===== config.mk =====
export PLATFORM = sky130hd
export DESIGN_NAME = beat_packer_flat
export DESIGN_NICKNAME = d
export VERILOG_FILES = /design/src/rtl/beat_packer_if.sv /design/src/rtl/beat_packer.sv /design/src/flat_wrapper.sv
export SDC_FILE = /design/constraint.sdc
export NUM_CORES = 1
export LEC_CHECK = 0
export CAP_MARGIN = 20
export CORE_MARGIN = 2
export CORE_UTILIZATION = 54
export DETAILED_ROUTE_END_ITERATION = 12
export MAX_ROUTING_LAYER = met4
export PLACE_DENSITY = 0.8
export SLEW_MARGIN = 10
export SYNTH_ARGS = -nofsm -noshare
export SYNTH_HDL_FRONTEND = slang
export SYNTH_SLANG_ARGS = --single-unit

===== constraint.sdc =====
create_clock -name clk -period 3 [get_ports clk]
set_clock_uncertainty 0.2 [all_clocks]
set_input_delay 0.9 -clock clk [delete_from_list [all_inputs] [get_ports clk]]
set_output_delay 0.9 -clock clk [all_outputs]
set_load 0.01 [all_outputs]

===== src/rtl/beat_packer_if.sv =====
// Handshake bundle for beat_packer: upstream beat port (A__*) and downstream
// packed-word port (B__*). The slave modport is the packer's view.
interface beat_packer_if #(
    parameter int W = 32,
    parameter int N = 4
);
    logic           A__in_vld;
    logic [W-1:0]   A__in_w;
    logic           A__in_last;
    logic           A__stall_r;
    logic           B__out_vld_r;
    logic [N*W-1:0] B__out_r;
    logic [3:0]     B__out_cnt_r;
    logic           B__stall;

    modport slave (
        input  A__in_vld, A__in_w, A__in_last, B__stall,
        output A__stall_r, B__out_vld_r, B__out_r, B__out_cnt_r
    );

    modport master (
        output A__in_vld, A__in_w, A__in_last, B__stall,
        input  A__stall_r, B__out_vld_r, B__out_r, B__out_cnt_r
    );
endinterface


===== src/rtl/beat_packer.sv =====
// Packs up to N W-bit beats into one N*W-bit word, LSB-first, with an early
// close on A__in_last, a one-word output slot and a one-word holding accumulator.
module beat_packer #(
    parameter int W = 32,
    parameter int N = 4
) (
    input  logic          clk,
    input  logic          rst,
    beat_packer_if.slave  bus
);
    localparam logic [3:0] LAST_LANE = 4'(N - 1);

    logic [N*W-1:0] acc_q, acc_d;
    logic [3:0]     cnt_q, cnt_d;
    logic           acc_full_q, acc_full_d;
    logic [3:0]     hold_cnt_q, hold_cnt_d;
    logic [N*W-1:0] out_q, out_d;
    logic [3:0]     out_cnt_q, out_cnt_d;
    logic           out_vld_q, out_vld_d;

    logic           slot_free;
    logic           accept;
    logic           completes;
    logic [N*W-1:0] merged;

    assign slot_free = !out_vld_q || !bus.B__stall;
    assign accept    = bus.A__in_vld && !acc_full_q;
    assign completes = (cnt_q == LAST_LANE) || bus.A__in_last;

    always_comb begin
        merged = acc_q;
        for (int k = 0; k < N; k++) begin
            if (cnt_q == 4'(k)) merged[k*W +: W] = bus.A__in_w;
        end
    end

    // The accumulator is cleared whenever a word leaves it, so unused upper
    // lanes of a short word are already zero without masking.
    always_comb begin
        acc_d      = acc_q;
        cnt_d      = cnt_q;
        acc_full_d = acc_full_q;
        hold_cnt_d = hold_cnt_q;
        out_d      = out_q;
        out_cnt_d  = out_cnt_q;
        out_vld_d  = out_vld_q;

        if (out_vld_q && !bus.B__stall) out_vld_d = 1'b0;

        if (acc_full_q) begin
            if (slot_free) begin
                out_d      = acc_q;
                out_cnt_d  = hold_cnt_q;
                out_vld_d  = 1'b1;
                acc_d      = '0;
                cnt_d      = '0;
                acc_full_d = 1'b0;
            end
        end else if (accept) begin
            if (completes && slot_free) begin
                out_d     = merged;
                out_cnt_d = cnt_q + 4'd1;
                out_vld_d = 1'b1;
                acc_d     = '0;
                cnt_d     = '0;
            end else if (completes) begin
                acc_d      = merged;
                hold_cnt_d = cnt_q + 4'd1;
                acc_full_d = 1'b1;
            end else begin
                acc_d = merged;
                cnt_d = cnt_q + 4'd1;
            end
        end
    end

    // NOTE: the data registers are reset too, not just the control flops, so a
    // reset can never leak a stale partial word into a later output.
    always_ff @(posedge clk or negedge rst) begin
        if (!rst) begin
            acc_q      <= '0;
            cnt_q      <= '0;
            acc_full_q <= 1'b0;
            hold_cnt_q <= '0;
            out_q      <= '0;
            out_cnt_q  <= '0;
            out_vld_q  <= 1'b0;
        end else begin
            acc_q      <= acc_d;
            cnt_q      <= cnt_d;
            acc_full_q <= acc_full_d;
            hold_cnt_q <= hold_cnt_d;
            out_q      <= out_d;
            out_cnt_q  <= out_cnt_d;
            out_vld_q  <= out_vld_d;
        end
    end

    assign bus.A__stall_r   = acc_full_q;
    assign bus.B__out_vld_r = out_vld_q;
    assign bus.B__out_r     = out_q;
    assign bus.B__out_cnt_r = out_cnt_q;
endmodule

===== src/flat_wrapper.sv =====
// flat-port wrapper written by rule: the top's interface ports become plain ports
module beat_packer_flat 
#(
    parameter int W = 32,
    parameter int N = 4
)
  (clk, rst, bus_A__in_vld, bus_A__in_w, bus_A__in_last, bus_B__stall, bus_A__stall_r, bus_B__out_vld_r, bus_B__out_r, bus_B__out_cnt_r);
  beat_packer_if #(.W(W), .N(N)) bus_i ();
  input  logic clk;
  input  logic rst;
  input wire logic [$bits(bus_i.A__in_vld)-1:0] bus_A__in_vld;
  input wire logic [$bits(bus_i.A__in_w)-1:0] bus_A__in_w;
  input wire logic [$bits(bus_i.A__in_last)-1:0] bus_A__in_last;
  input wire logic [$bits(bus_i.B__stall)-1:0] bus_B__stall;
  output wire logic [$bits(bus_i.A__stall_r)-1:0] bus_A__stall_r;
  output wire logic [$bits(bus_i.B__out_vld_r)-1:0] bus_B__out_vld_r;
  output wire logic [$bits(bus_i.B__out_r)-1:0] bus_B__out_r;
  output wire logic [$bits(bus_i.B__out_cnt_r)-1:0] bus_B__out_cnt_r;
  assign bus_i.A__in_vld = bus_A__in_vld;
  assign bus_i.A__in_w = bus_A__in_w;
  assign bus_i.A__in_last = bus_A__in_last;
  assign bus_i.B__stall = bus_B__stall;
  assign bus_A__stall_r = bus_i.A__stall_r;
  assign bus_B__out_vld_r = bus_i.B__out_vld_r;
  assign bus_B__out_r = bus_i.B__out_r;
  assign bus_B__out_cnt_r = bus_i.B__out_cnt_r;
  beat_packer #(.W(W), .N(N)) u_core (.clk(clk), .rst(rst), .bus(bus_i));
endmodule

After elaboration in Yosys (flattened, before gate mapping)
Cells that the tools add are included.

storage, ports and cells
  flip-flop bits (word level) = 270
  input bits = 37
  output and inout bits = 134
  logic and storage cells = 61

operators by class
  add/sub/neg operators = 1
  eq/ne operators = 5
  mux-type cells = 31
  bitwise gates (word level) = 2
  reductions and logical operators = 15

operators with widths
  operator                                                                number
  128-bit two-way mux                                                     8
  32-bit two-way mux                                                      4
  4-bit two-way mux                                                       9
  1-bit two-way mux                                                       10
  4-bit by 2-bit equality test with 1-bit output (second input constant)  2
  3-bit AND reduction                                                     2
  4-bit by 1-bit adder with 4-bit output (second input constant)          1
  4-bit by 1-bit equality test with 1-bit output (second input constant)  1
  4-bit logical NOT                                                       1
  4-bit AND reduction                                                     1
  2-bit nonzero test                                                      2
  1-bit logical AND                                                       3
  1-bit logical NOT                                                       3
  3-bit by 2-bit != test with 1-bit output (second input constant)        1
  1-bit logical OR                                                        2
  2-bit != test (second input constant)                                   1
  1-bit inverter                                                          2
  2-bit AND reduction                                                     1

Longest topological paths before layout
  depth in word-level cells = 6
  gate-level depth with buffers = 9
  mapped depth without buffers = 6

Worst setup path before layout
OpenSTA, ideal clock, no wires.

  path type = input port to flip-flop
  start point = input bus_B__stall
  end point = register u_core.acc_q[66]
  setup time = 121 ps
  arrival = 1994 ps
  data required time = 2679 ps
  slack = 685 ps
  cell stages on the path = 7
  path buffers = 3
  cell sequence = and2_1 clkbuf_1 a21o_1 and3_1 buf_2 buf_6 a22o_1

between the ends
  cells in the longest elaborated chain, start to end = 6
  elaborated cells on any way between the ends = 8
  those cells by class = 1 x eq/ne; 3 x mux; 4 x reduce/logical

RTL lines
  what                    RTL line            source
  start: declaration      flat_wrapper.sv:14  input wire logic [$bits(bus_i.B__stall)-1:0] bus_B__stall;
  1-bit logical NOT *     beat_packer.sv:26   assign slot_free = !out_vld_q || !bus.B__stall;
  1-bit logical OR *      beat_packer.sv:26
  1-bit logical AND       beat_packer.sv:60   if (completes && slot_free) begin
  128-bit two-way mux     beat_packer.sv:60
  128-bit two-way mux     beat_packer.sv:59   end else if (accept) begin
  128-bit two-way mux     beat_packer.sv:50   if (acc_full_q) begin
  end signal: assignment  beat_packer.sv:81   acc_q <= '0;
  end signal: assignment  beat_packer.sv:89   acc_q <= acc_d;
  end: declaration        beat_packer.sv:13   logic [N*W-1:0] acc_q, acc_d;

Mark *: on every way between the ends. The rest lies on a longest branch, timed or not. The select of a mux whose other input is x is not followed.
A chain may end at the register's enable or synchronous reset.

Final worst setup path
  start point = register u_core.acc_full_q, in the netlist u_core.bus.A__stall_r
  end point = output bus_A__stall_r

RTL lines
  what                      RTL line            source
  start: declaration        beat_packer.sv:15   logic acc_full_q, acc_full_d;
  start signal: assignment  beat_packer.sv:91   acc_full_q <= acc_full_d;
  end: declaration          flat_wrapper.sv:15  output wire logic [$bits(bus_i.A__stall_r)-1:0] bus_A__stall_r;

No word-level cell between the ends.

==> metrics <==
Setup crit start kind flop; Synth Register Bits 270; Worst R2R Path Depth 4; longest individual stage delay on the worst path 650 ps; Final WS setup 91.2 ps; leading cell types by total area after synthesis dfrtp_1 (59%), mux2i_1 (11%), a22o_1 (9.8%); placer congestion estimate 0.834; Worst Path Arrival 1810 ps; number of ports placed on the die boundary 171; Syn Std Cell Area 0.0114 mm2; static leakage 6.30 nW; Detailed Route WL 28.3 mm; time the worst path needs with I/O delays and setup 2910 ps; power share of the sequential group 38.7%; GRT Overall Usage 26.2%; number of distinct library cells after synthesis 44; wire length of the first global-routing pass 45.2 mm; postcts setup bufs 0; initial cell density of the core 54.8%; highest attainable clock frequency 344 MHz; Power Internal 10.1 mW; worst IR drop on VDD 0.000635 V; drt wl/cell 20.3 um; post-cts sizing count 0; H-tree depth reported by CTS 1; clock net sink count 270; port buffer count 170; Sw Share 32.7%; via/cell ratio 5.93; post-layout utilization of the core 69.1%; proportion of synthesized area in mux cells 11.7%; Worst path depth 1; basic-gate share of the synthesized area counting and, or, nand and nor cells 6.15%; worst slew margin relative to its limit 50.2%; Initial DRT Pass Iterations 5; series of cell instances along the critical path clkdlybuf4s50_1; dpl cells 1343; max cap viols 0; most common library cell in the layout ignoring fill and taps dfrtp_1; drt initial violations 651; setup repair after global routing missed its margin false; result of the run completed; top cell type's share of synthesized area 59.1%; final max-slew violation count 0; Clk network pwr share 24.2%; Final Cycle Share 97.0%; combined buffer and inverter count along the critical path 1; worst setup slack after placement 63.2 ps; CTS tree done; area added between synthesis and finish 26.2%; post-synthesis share of cell area spent on xor and xnor gates 0.153%; class of the tightest hold or removal check in2async; type of the worst setup path reg2out; ratio of cells with drive above 1 in the final layout 9.21%; post-cts hold buffer count 0; Clock Latency Late Sink 530 ps; fin cells 1393; Seq/Total Area, Yosys 59.1%; sum of internal, switching and leakage power 14.9 mW; Worst Max-Slew Pin Slew 747 ps; via count 8258; summed negative setup slack over all endpoints 0 ps; cell type with the highest aggregate area in the netlist dfrtp_1; vertical extent of the die 150 um; Mapped Cells 973; placed wire-length estimate after detailed placement 18.0 mm; average cell area after synthesis 11.8 um2; via count of the first global-routing pass 8221; Remaining DRCs 0; die width 150 um; number of warning messages in the yosys log 0; WHS 128 ps; count of inserted antenna diode cells 0; power density relative to cell area 1030 mW/mm2; number of cell rows 53; combinational family with the most area after synthesis compound AO/OA/AOI/OAI gates; floorplan core area 0.0209 mm2; die area 0.0224 mm2; remaining global-route overflow 0; Final Hold Vio Count 0; largest fanout of any net on the critical path 8; final-report setup violation count 0; Max stage delay cell, worst path dfrtp_1; family with the most delay on the worst path flip-flops; CTS Buf Count 27; antenna-violating nets left 0; highest-count cells in the layout ignoring fill and taps dfrtp_1 (270), clkdlybuf4s50_1 (169), nor2_1 (132); endpoint type of the worst setup path output pin; clock transition at the registers of the reported paths 60 ps; part of the power in combinational logic 37.1%; Required @ worst endpoint 1900 ps; switching power 4.88 mW; largest net degree at the start of global routing 69; antenna violations before repair 0; Compound-Gate Fraction of Synth Area 17.1%; post-layout net count 1138; design area 0.0144 mm2; Mapped Nets 1014; post-detailed-placement cell area 0.0135 mm2; clock root buffer clkbuf_16; Synth Area in Adders 0.437%; CTS Buffer Depth 3
[kinds of logic after synthesis]
family	after synthesis
xor gates and xnor gates	2
buffers and inverters	117
AOI/OAI and AO/OA	283
adders and majority gates	4
DFF	270
muxes	133
and+or+nand+nor	164
[power groups by stage]
stage	clock (mW)	sequential, mW	combinational (mW)
2_1_floorplan	0	6.03	2.57
3_3_place_gp	0	5.80	5.38
3_5_place_dp	0	5.81	5.55
4_1_cts	3.67	5.78	5.59
5_1_grt	3.84	5.92	5.99
6_report	3.62	5.79	5.53
[area by class of cell]
type                       instances  area (um2)
sequential                       270        6760
fill                            1514        6450
multi-input combinational        586        4140
timing repair buffer             205        2190
clock buffer                      37         793
tap                              275         344
clock inverter                    13         179
inverter                           7        26.3
[cell usage after synthesis (all sizes together)]
master,number
dfrtp,270
a22oi,1
o22ai,3
nand2,10
buf,81
and2,1
or2,1
o21ai,5
xnor2,1
nor2b,1
o2111ai,1
a21oi,135
inv,7
o2bb2ai,1
nor4,1
clkbuf,29
ha,4
and3,5
nor4b,4
or3,1
nand3,3
a221o,1
o32ai,2
a22o,128
nand2b,1
nand4bb,1
o21a,2
mux2,3
mux2i,130
nor3b,1
nand4,1
nor2,132
nor3,1
a21o,3
xor2,1
a31oi,1
[routing by layer]
metal | global-route usage [%] | part of all wire (%) | up-vias
met1 | 37.0 | 44 | 4215
met4 | 5.86 | 1.6 | 0
met5 | - | 0 | -
met2 | 40.6 | 47 | 291
met3 | 4.27 | 7.0 | 38
li1 | - | - | 3714
[final timing paths]
| path | start | endpoint | slack [ps] |
|---|---|---|---|
| hold reg to reg | u_core.acc_q[117]$_DFFE_PN0P_ | u_core.acc_q[117]$_DFFE_PN0P_ | 300 |
| setup / recovery | u_core.bus.A__stall_r$_DFF_PN0_ | bus_A__stall_r | 90 |
| max in group asynchronous | rst | u_core.bus.B__out_r[3]$_DFFE_PN0P_ | 1650 |
| hold / removal | rst | u_core.bus.B__out_r[61]$_DFFE_PN0P_ | 130 |
| setup reg to reg | u_core.cnt_q[0]$_DFFE_PN0P_ | u_core.acc_q[104]$_DFFE_PN0P_ | 490 |
| min in group clk | u_core.acc_q[117]$_DFFE_PN0P_ | u_core.acc_q[117]$_DFFE_PN0P_ | 300 |
[state kept, by name (all words and copies together), names as in the netlist]
name / cells
u_core.bus.B__out_cnt_r: 4
u_core.bus.B__out_vld_r: 1
u_core.cnt_q: 4
u_core.acc_q: 128
u_core.hold_cnt_q: 4
u_core.bus.B__out_r: 128
u_core.bus.A__stall_r: 1
(Power assumes the default switching activity.)
